`src/rtl/s_port_arb_pkg.sv`:
```
// Shared definitions for the per-slave request stage: command encoding,
// arbiter FSM states and default widths.
package s_port_arb_pkg;

  localparam logic CMD_READ  = 1'b0;
  localparam logic CMD_WRITE = 1'b1;

  localparam int DEF_N_M    = 2;
  localparam int DEF_ADDR_W = 32;
  localparam int DEF_DATA_W = 32;
  localparam int DEF_DEPTH  = 4;

  typedef enum logic {
    ST_IDLE  = 1'b0,
    ST_ISSUE = 1'b1
  } arb_state_e;

endpackage

```
`src/rtl/s_port_arb_id_fifo.sv`:
```
// Master-ID FIFO for outstanding reads. Pointers carry an extra MSB so that
// full and empty are distinguishable; the caller guards push/pop.
module id_fifo
  import s_port_arb_pkg::*;
#(
  parameter int W     = 1,
  parameter int DEPTH = DEF_DEPTH
) (
  input  logic                   clk,
  input  logic                   rst_n,
  input  logic                   push,
  input  logic                   pop,
  input  logic [W-1:0]           din,
  output logic [W-1:0]           dout,
  output logic                   full,
  output logic                   empty,
  output logic [$clog2(DEPTH):0] count
);

  localparam int AW = $clog2(DEPTH);

  logic [W-1:0] mem [DEPTH];
  logic [AW:0]  wr_ptr;
  logic [AW:0]  rd_ptr;

  assign empty = (wr_ptr == rd_ptr);
  assign full  = (wr_ptr[AW] != rd_ptr[AW]) && (wr_ptr[AW-1:0] == rd_ptr[AW-1:0]);
  assign count = wr_ptr - rd_ptr;
  assign dout  = mem[rd_ptr[AW-1:0]];

  // NOTE: sequential state uses non-blocking assignments so every register
  // samples pre-edge values regardless of statement order.
  always_ff @(posedge clk or negedge rst_n) begin
    if (!rst_n) begin
      wr_ptr <= '0;
      rd_ptr <= '0;
    end else begin
      if (push) wr_ptr <= wr_ptr + 1'b1;
      if (pop)  rd_ptr <= rd_ptr + 1'b1;
    end
  end

  // NOTE: storage is not reset; the pointers alone decide which entries are valid.
  always_ff @(posedge clk) begin
    if (push) mem[wr_ptr[AW-1:0]] <= din;
  end

endmodule

```
`src/rtl/s_port_arb.sv`:
```
// Per-slave request stage: round-robin arbitration over masters, slave req/ack
// handshake, and in-order routing of read responses via a master-ID FIFO.
module s_port_arb
  import s_port_arb_pkg::*;
#(
  parameter int N_M    = DEF_N_M,
  parameter int ADDR_W = DEF_ADDR_W,
  parameter int DATA_W = DEF_DATA_W,
  parameter int DEPTH  = DEF_DEPTH
) (
  input  logic                  clk,
  input  logic                  rst_n,
  input  logic [N_M-1:0]        m_req,
  input  logic [N_M*ADDR_W-1:0] m_addr,
  input  logic [N_M-1:0]        m_cmd,
  input  logic [N_M*DATA_W-1:0] m_wdata,
  output logic [N_M-1:0]        m_req_sent,
  output logic [N_M-1:0]        m_ack,
  output logic [N_M-1:0]        m_resp,
  output logic [DATA_W-1:0]     m_rdata,
  output logic                  s_req,
  output logic [ADDR_W-1:0]     s_addr,
  output logic                  s_cmd,
  output logic [DATA_W-1:0]     s_wdata,
  input  logic                  s_ack,
  input  logic                  s_resp,
  input  logic [DATA_W-1:0]     s_rdata,
  output logic                  resp_err
);

  localparam int ID_W  = $clog2(N_M);
  localparam int CNT_W = $clog2(DEPTH) + 1;

  arb_state_e        state;
  logic [ID_W-1:0]   rr_ptr;
  logic [ID_W-1:0]   gnt_id;
  logic [ID_W-1:0]   cand_id;
  logic              cand_found;
  logic [ID_W:0]     scan_idx;
  logic              read_ok;

  logic [ADDR_W-1:0] addr_arr  [N_M];
  logic [DATA_W-1:0] wdata_arr [N_M];

  logic              fifo_push;
  logic              fifo_pop;
  logic              fifo_full;
  logic              fifo_empty;
  logic [ID_W-1:0]   fifo_head;
  logic [CNT_W-1:0]  fifo_count;

  for (genvar i = 0; i < N_M; i++) begin : g_unpack
    assign addr_arr[i]  = m_addr[i*ADDR_W +: ADDR_W];
    assign wdata_arr[i] = m_wdata[i*DATA_W +: DATA_W];
  end

  assign read_ok = (fifo_count < CNT_W'(DEPTH));

  // First eligible master at or after rr_ptr, wrapping modulo N_M.
  // NOTE: every always_comb output gets a default first, so no path leaves it
  // unassigned and no latch is inferred.
  always_comb begin
    cand_found = 1'b0;
    cand_id    = '0;
    scan_idx   = '0;
    for (int k = 0; k < N_M; k++) begin
      scan_idx = {1'b0, rr_ptr} + (ID_W+1)'(k);
      if (scan_idx >= (ID_W+1)'(N_M)) scan_idx = scan_idx - (ID_W+1)'(N_M);
      if (!cand_found && m_req[scan_idx[ID_W-1:0]] &&
          (m_cmd[scan_idx[ID_W-1:0]] == CMD_WRITE || read_ok)) begin
        cand_found = 1'b1;
        cand_id    = scan_idx[ID_W-1:0];
      end
    end
  end

  assign fifo_pop  = s_resp && !fifo_empty;
  assign fifo_push = (state == ST_ISSUE) && s_ack && (s_cmd == CMD_READ) &&
                     (!fifo_full || fifo_pop);

  id_fifo #(
    .W     (ID_W),
    .DEPTH (DEPTH)
  ) u_fifo (
    .clk   (clk),
    .rst_n (rst_n),
    .push  (fifo_push),
    .pop   (fifo_pop),
    .din   (gnt_id),
    .dout  (fifo_head),
    .full  (fifo_full),
    .empty (fifo_empty),
    .count (fifo_count)
  );

  always_ff @(posedge clk or negedge rst_n) begin
    if (!rst_n) begin
      state      <= ST_IDLE;
      rr_ptr     <= '0;
      gnt_id     <= '0;
      s_req      <= 1'b0;
      s_addr     <= '0;
      s_cmd      <= CMD_READ;
      s_wdata    <= '0;
      m_req_sent <= '0;
      m_ack      <= '0;
    end else begin
      m_req_sent <= '0;
      m_ack      <= '0;
      case (state)
        ST_IDLE: begin
          // The acked master still shows m_req while its m_ack pulse is out;
          // sit that cycle out so a stale request is never re-granted.
          if (cand_found && (m_ack == '0)) begin
            gnt_id              <= cand_id;
            s_addr              <= addr_arr[cand_id];
            s_cmd               <= m_cmd[cand_id];
            s_wdata             <= wdata_arr[cand_id];
            s_req               <= 1'b1;
            m_req_sent[cand_id] <= 1'b1;
            state               <= ST_ISSUE;
          end
        end
        ST_ISSUE: begin
          if (s_ack) begin
            s_req         <= 1'b0;
            m_ack[gnt_id] <= 1'b1;
            rr_ptr        <= (gnt_id == ID_W'(N_M - 1)) ? '0 : gnt_id + 1'b1;
            state         <= ST_IDLE;
          end
        end
        default: state <= ST_IDLE;
      endcase
    end
  end

  // Response routing runs independently of the request FSM.
  always_ff @(posedge clk or negedge rst_n) begin
    if (!rst_n) begin
      m_resp   <= '0;
      m_rdata  <= '0;
      resp_err <= 1'b0;
    end else begin
      m_resp   <= '0;
      resp_err <= 1'b0;
      if (s_resp) begin
        if (!fifo_empty) begin
          m_resp[fifo_head] <= 1'b1;
          m_rdata           <= s_rdata;
        end else begin
          resp_err <= 1'b1;
        end
      end
    end
  end

endmodule

```
`config.mk`:
```
export PLATFORM = sky130hd
export DESIGN_NAME = s_port_arb
export DESIGN_NICKNAME = d
export VERILOG_FILES = /design/src/rtl/s_port_arb_pkg.sv /design/src/rtl/s_port_arb_id_fifo.sv /design/src/rtl/s_port_arb.sv
export SDC_FILE = /design/constraint.sdc
export NUM_CORES = 1
export LEC_CHECK = 0
export ABC_AREA = 1
export CORE_MARGIN = 4
export CORE_UTILIZATION = 37
export DETAILED_ROUTE_END_ITERATION = 7
export PLACE_DENSITY = 0.77
export SLEW_MARGIN = 10
export SYNTH_ARGS = -nofsm -noshare
export SYNTH_HDL_FRONTEND = slang
export SYNTH_HIERARCHICAL = 1
export SYNTH_SLANG_ARGS = --single-unit
```
`constraint.sdc`:
```
create_clock -name clk -period 2.1 [get_ports clk]
set_clock_uncertainty 0.05 [all_clocks]
set_input_delay 0.42 -clock clk [delete_from_list [all_inputs] [get_ports clk]]
set_output_delay 0.42 -clock clk [all_outputs]
set_load 0.05 [all_outputs]
```
==> Word-level counts from Yosys, hierarchy flattened <==
Memories as Yosys holds them, arrays and structs flattened.
Cells that the tools add are included.
Widths: inputs -> output; s select.
{ "op_classes": {"n_addsub": 7, "mul": 0, "div": 0, "magnitude_cmp": 12, "eq_ne": 5, "shift": 0, "n_mux": 45, "n_bitwise": 4, "reduce_logical": 23} }
{ "ops": {"columns": ["operator", "n"], "rows": [
  ["$mux 32", 6],
  ["$mux 1", 28],
  ["$logic_and 1x1->1", 12],
  ["$mux 2", 6],
  ["$lt 1x2->1 const B", 5],
  ["$reduce_and 2->1", 4],
  ["$add 3x1->3 const B", 2],
  ["$ge 2x2->1 const B", 2],
  ["$ne 2x2->1 const B", 2],
  ["$pmux 1 s2", 2],
  ["$demux 1 s1", 3],
  ["$eq 3x3->1", 1],
  ["$ge 1x1->1 const B", 3],
  ["$logic_not 1->1", 3],
  ["$logic_or 1x1->1", 3],
  ["$lt 3x3->1 const B", 1],
  ["$not 1->1", 3],
  ["$sub 3x3->3", 1],
  ["$add 1x1->2 const B", 1],
  ["$eq 2x2->1", 1],
  ["$ge 1x2->1 const B", 1],
  ["$logic_not 2->1", 1],
  ["$not 1->2", 1],
  ["$sub 1x1->1 const B", 2],
  ["2 further kinds", 2]
]} }
{ "word_totals": {"ff_bits": 114, "latchBits": 0, "ramBits": 4, "rom_bits": 0, "out_inout_bits": 105, "elab_cells": 111, "memories": 1} }
{ "mem_list": {"columns": ["name", "depth", "width", "read_ports", "rd_ports_with_merged_regs", "wr", "line", "rtl"], "rows": [
  ["u_fifo.mem", 4, 1, 1, 0, 1, "s_port_arb_id_fifo.sv:22", "logic [W-1:0] mem [DEPTH];"]
]} }

==> Logic depth before layout (Yosys ltp) <==
{ "logic_depth": {"ltp_word": 17, "ltp_mapped": 16} }

==> By module <==
The synthesis kept the hierarchy.
{ "modules_own_cells": {"columns": ["module", "n_inst", "cells_each", "area_each_um2"], "rows": [
  ["s_port_arb", 1, 680, 5079.9],
  ["id_fifo", 1, 67, 593.1]
]} }

==> Worst setup path after synthesis <==
No wires, ideal clock.
{ "synth_path": {"path_kind": "reg-to-reg", "from": "register u_fifo.wr_ptr[0]", "to": "memory u_fifo.mem[3], enable pin", "t_arrival_ns": 1.956, "setup_slack_ns": -0.196, "path_stages_with_launch": 11, "period_less_slack_ns": 2.296, "cell_sequence": "dfrtp_1 -> inv_1 -> ha_1 -> nand2_1 -> a21oi_1 -> nor2_1 -> clkinv_1 -> a211o_1 -> inv_1 -> nand2_2 -> inv_1"} }
{ "synth_between": {"elab_chain_cells": 7} }
{ "synth_rtl": {"columns": ["element", "line", "rtl"], "rows": [
  ["start, declared", "s_port_arb_id_fifo.sv:23", "logic [AW:0] wr_ptr;"],
  ["start signal, assigned", "s_port_arb_id_fifo.sv:38", "if (push) wr_ptr <= wr_ptr + 1'b1;"],
  ["$eq 3x3->1", "s_port_arb_id_fifo.sv:26", "assign empty = (wr_ptr == rd_ptr);"],
  ["via fifo_empty", "s_port_arb.sv:48", "logic fifo_empty;"],
  ["$logic_not 1->1", null, null],
  ["$logic_and 1x1->1", "s_port_arb.sv:77", "assign fifo_pop = s_resp && !fifo_empty;"],
  ["$logic_or 1x1->1", "s_port_arb.sv:79", "(!fifo_full || fifo_pop);"],
  ["$logic_and 1x1->1", "s_port_arb.sv:78", "assign fifo_push = (state == ST_ISSUE) && s_ack && (s_cmd == CMD_READ) &&"],
  ["via fifo_push", "s_port_arb.sv:45", "logic fifo_push;"],
  ["$mux 1", "s_port_arb_id_fifo.sv:45", "if (push) mem[wr_ptr[AW-1:0]] <= din;"],
  ["$mux 1 (implied by the code)", "s_port_arb_id_fifo.sv:45", null],
  ["end, declared", "s_port_arb_id_fifo.sv:22", null]
]} }
The timed path passes the listed nets, and every way through them passes these cells.

==> Worst setup path in the final report <==
{ "layout_path": {"from": "register u_fifo.wr_ptr[0]", "to": "register s_addr[1]"} }
{ "layout_between": {"elab_chain_cells": 13} }
{ "layout_rtl": {"columns": ["element", "line", "rtl"], "rows": [
  ["$sub 3x3->3 *", "s_port_arb_id_fifo.sv:28", "assign count = wr_ptr - rd_ptr;"],
  ["via fifo_count[2]", "s_port_arb.sv:50", "logic [CNT_W-1:0] fifo_count;"],
  ["$lt 3x3->1 *", "s_port_arb.sv:57", "assign read_ok = (fifo_count < CNT_W'(DEPTH));"],
  ["$logic_or 1x1->1", "s_port_arb.sv:70", "(m_cmd[scan_idx[ID_W-1:0]] == CMD_WRITE || read_ok)) begin"],
  ["$logic_and 1x1->1", "s_port_arb.sv:69", "if (!cand_found && m_req[scan_idx[ID_W-1:0]] &&"],
  ["$mux 1", "s_port_arb.sv:69", null],
  ["$logic_not 1->1", "s_port_arb.sv:69", null],
  ["$logic_and 1x1->1 (2 in series)", "s_port_arb.sv:69", null],
  ["$mux 1", "s_port_arb.sv:69", null],
  ["$not 1->2 (implied by the code)", "s_port_arb.sv:116", "s_addr <= addr_arr[cand_id];"],
  ["$mux 32 (implied by the code) (3 in series)", "s_port_arb.sv:116", null],
  ["end signal, assigned", "s_port_arb.sv:116", null],
  ["end, declared", "s_port_arb.sv:22", "output logic [ADDR_W-1:0] s_addr,"]
]} }
Mark *: on every way through the listed nets, which the timed path passes. The rest lies on a longest branch. The select of a mux whose other input is x is not followed.
A chain may end at the register's enable or synchronous reset.

==> flow_summary.yaml <==
floorplan:
  die_w_um: 131.8
  ioPinCount: 273
  die-area_um2: 17370
  core_um2: 14750
  initial_core_util_pct: 38.42
  rows: 44
  die_y_um: 131.8
place:
  placed_area_um2: 8663
  gp_congestion: 0.8219
  place_inst: 1189
  port_buffers: 272
  place_hpwl_um: 13430
power:
  leakage_nw: 5.262
  clock_power_share_pct: 14.0
  combPwrFrac_pct: 65.9
  power.density_nw_per_um2: 2027
  switching_share_pct: 49.66
  p_total_w: 0.01978
  cell_internal_pwr_w: 0.009957
  peakVddDrop_mv: 1.056
  p_sw_w: 0.009824
  p_seq_share_pct: 20.1
clocking:
  clk_path_buf_depth: 2
  cts.clk_slew.worst_paths_ns: 0.06
  cts_tree: "done"
  cts.sink_count: 118
  root_buffer: "clkbuf_16"
  cts_made_buffers: 17
  clkLatencyLatePin_ns: 0.41
  h-tree-depth: 4
flow_run:
  cap_violations: 0
sta:
  max_freq_mhz: 440.5
  tightestPinTransition_ns: 0.5826
  finalHoldViolCount: 0
  setup_viol: 70
  final-max-slew-violation-count: 0
  fin_crit_sh_pct: 108.1
  fin_ws_ns: -0.1700
  period_minus_slack_ns: 2.270
  hold_slack_ns: 0.4166
  max_slew_margin_pct: 61.10
  rsz0062_at_grt: "yes"
drt:
  drt_wl_total_um: 20410
  dr.pass1.iters: 4
  vias_per_cell: 4.799
  drcViolationCount: 0
  antenna_left: 0
  dr.first_iter.drc_count: 271
  dr_total_vias: 5936
  routedWlPerCell_um: 16.50
layout:
  nets: 1217
  syn2layout_area_growth_pct: 72.10
  fill_cells: 1245
  final-seq-area_um2: 2973
  layout.cells.non_filler: 1237
  design_area_um2: 9757
  layout-drive-gt1-share_pct: 9.497
  multi_input_area_um2: 2407
  antennaDiodeCount: 0
hold_path:
  hold_path_class: "flop to flop"
  whs_path_depth: 2
global_route:
  grt_util_met1_pct: 26.01
  grt-busiest-layer: "met2"
  grt_pass1_wl_um: 30860
  grt_max_degree: 45
  grt_pass1_vias: 5847
  antenna_found_initial: 0
  use_met2_pct: 37.74
  met3_usage_pct: 7.252
  gr-usage-all-layers_pct: 22.28
  grt-ovfl-total: 0
status:
  violations: "negative setup slack"
  status: "finished with violations"
critical_path:
  critPathCaptureType: "flop"
  cp.depth: 14
  rrSetupSlack_ns: -0.17
  cpPeakStageDelay_ns: 0.39
  crit_path_cell_trace: "inv_2, ha_4, inv_2, fa_2, nand3b_1, nand2_2, nand3_4, nand2_4, nand3_2, nand2_4, buf_12, clkbuf_16, nand2_1, nand2_1"
  critical-path-top-delay-family: "simple AND/OR/NAND/NOR gates"
  ff2ff_path_depth: 14
  start_kind: "flop"
  critPathKind: "flop to flop"
  crit_required_ns: 2.40
  worstPathMaxFanout: 6
  crit_arrival_ns: 2.57
  crit_slowest_cell: "dfrtp_1"
  path_buf_inv: 4
logic_synthesis:
  syn_nets: 922
  syn-instance-count: 746
  netlist_area_um2: 5669
  syn_area_per_cell_um2: 7.599
  yosysWarnings: 6
[layer usage]
layer | up-vias | wire (µm)
met4 | 0 | 711
met2 | 242 | 10200
met5 | - | 0
met3 | 49 | 1502
li1 | 2887 | -
met1 | 2758 | 8000
[registers in the layout, summed over array words and instances, names as in the netlist]
| register | cells |
|---|---|
| s_addr | 32 |
| rr_ptr | 1 |
| m_rdata | 32 |
| s_req | 1 |
| resp_err | 1 |
| s_wdata | 32 |
| u_fifo/mem | 4 |
| u_fifo/rd_ptr | 3 |
| m_resp | 2 |
| m_ack | 2 |
| state | 1 |
| u_fifo/wr_ptr | 3 |
| gnt_id | 1 |
| m_req_sent | 2 |
| s_cmd | 1 |
[repair_timing]
| action | CTS | global route |
|---|---|---|
| hold buffers | 1 | 0 |
| hold endpoints to repair | 34 | 0 |
| setup endpoints to repair | 71 | 102 |
| gates cloned | 5 | 6 |
| pin swaps | 3 | 3 |
| setup buffers | 3 | 2 |
| resized for setup | 25 | 37 |
[power groups by stage]
| stage | registers [W] | clock network (W) | logic, W |
|---|---|---|---|
| 5_1_grt | 0.00411 | 0.00294 | 0.0139 |
| 4_1_cts | 0.00397 | 0.00282 | 0.0123 |
| 6_report | 0.00397 | 0.00278 | 0.0130 |
| 3_3_place_gp | 0.00396 | 0 | 0.0111 |
| 3_5_place_dp | 0.00398 | 0 | 0.0113 |
| 2_1_floorplan | 0.00724 | 0 | 0.00436 |
[worst register-to-register path, delay by kind of cell (launching register included)]
kind	cells	cell delay (ns)
adder cells (fa/ha/maj)	2	0.45
flip-flops	1	0.39
AND/OR/NAND/NOR	8	0.88
buffers and inverters	4	0.46
[through the flow]
step                setup slack, ns  setup TNS [ns]  util [%]
floorplan                  -0.03955          -1.932         -
global placement           -0.08375          -3.776     58.72
detailed placement          -0.1577          -7.927     58.72
CTS                        -0.09511          -4.580     64.36
global route                -0.2782          -16.53     66.13
finish                      -0.1700          -8.738     66.13
[placed cells by master, fill, tap and decap left out, types with 5 or more instances in the layout]
| cell type | count |
|---|---|
| buf_16 | 5 |
| inv_1 | 21 |
| clkbuf_16 | 23 |
| nand3_1 | 70 |
| nand2_1 | 446 |
| buf_12 | 10 |
| buf_4 | 22 |
| ha_1 | 6 |
| clkdlybuf4s50_1 | 240 |
| dfrtp_1 | 114 |
| inv_2 | 5 |
| nor2_1 | 8 |
| dlymetal6s2s_1 | 28 |
[final cells by class]
type,instances,share of cell area (%)
Clock buffer,24,5.155
Clock inverter,7,0.7053
Inverter,28,1.116
Multi-Input combinational cell,559,24.67
Sequential cell,118,30.47
Tap cell,184,2.360
Timing Repair Buffer,317,35.52
[path summary, 6_finish.rpt]
path,startpoint,endpoint
worst max-delay path,u_fifo/wr_ptr[0],s_addr[1]
worst min-delay path,m_rdata[6],m_rdata[6]
worst max register to register,u_fifo/wr_ptr[0],s_addr[1]
worst min register to register,m_rdata[6],m_rdata[6]
max in group asynchronous,rst_n,m_req_sent[0]
min in group asynchronous,rst_n,s_req
Note: power is estimated with default switching activity, not from simulation.
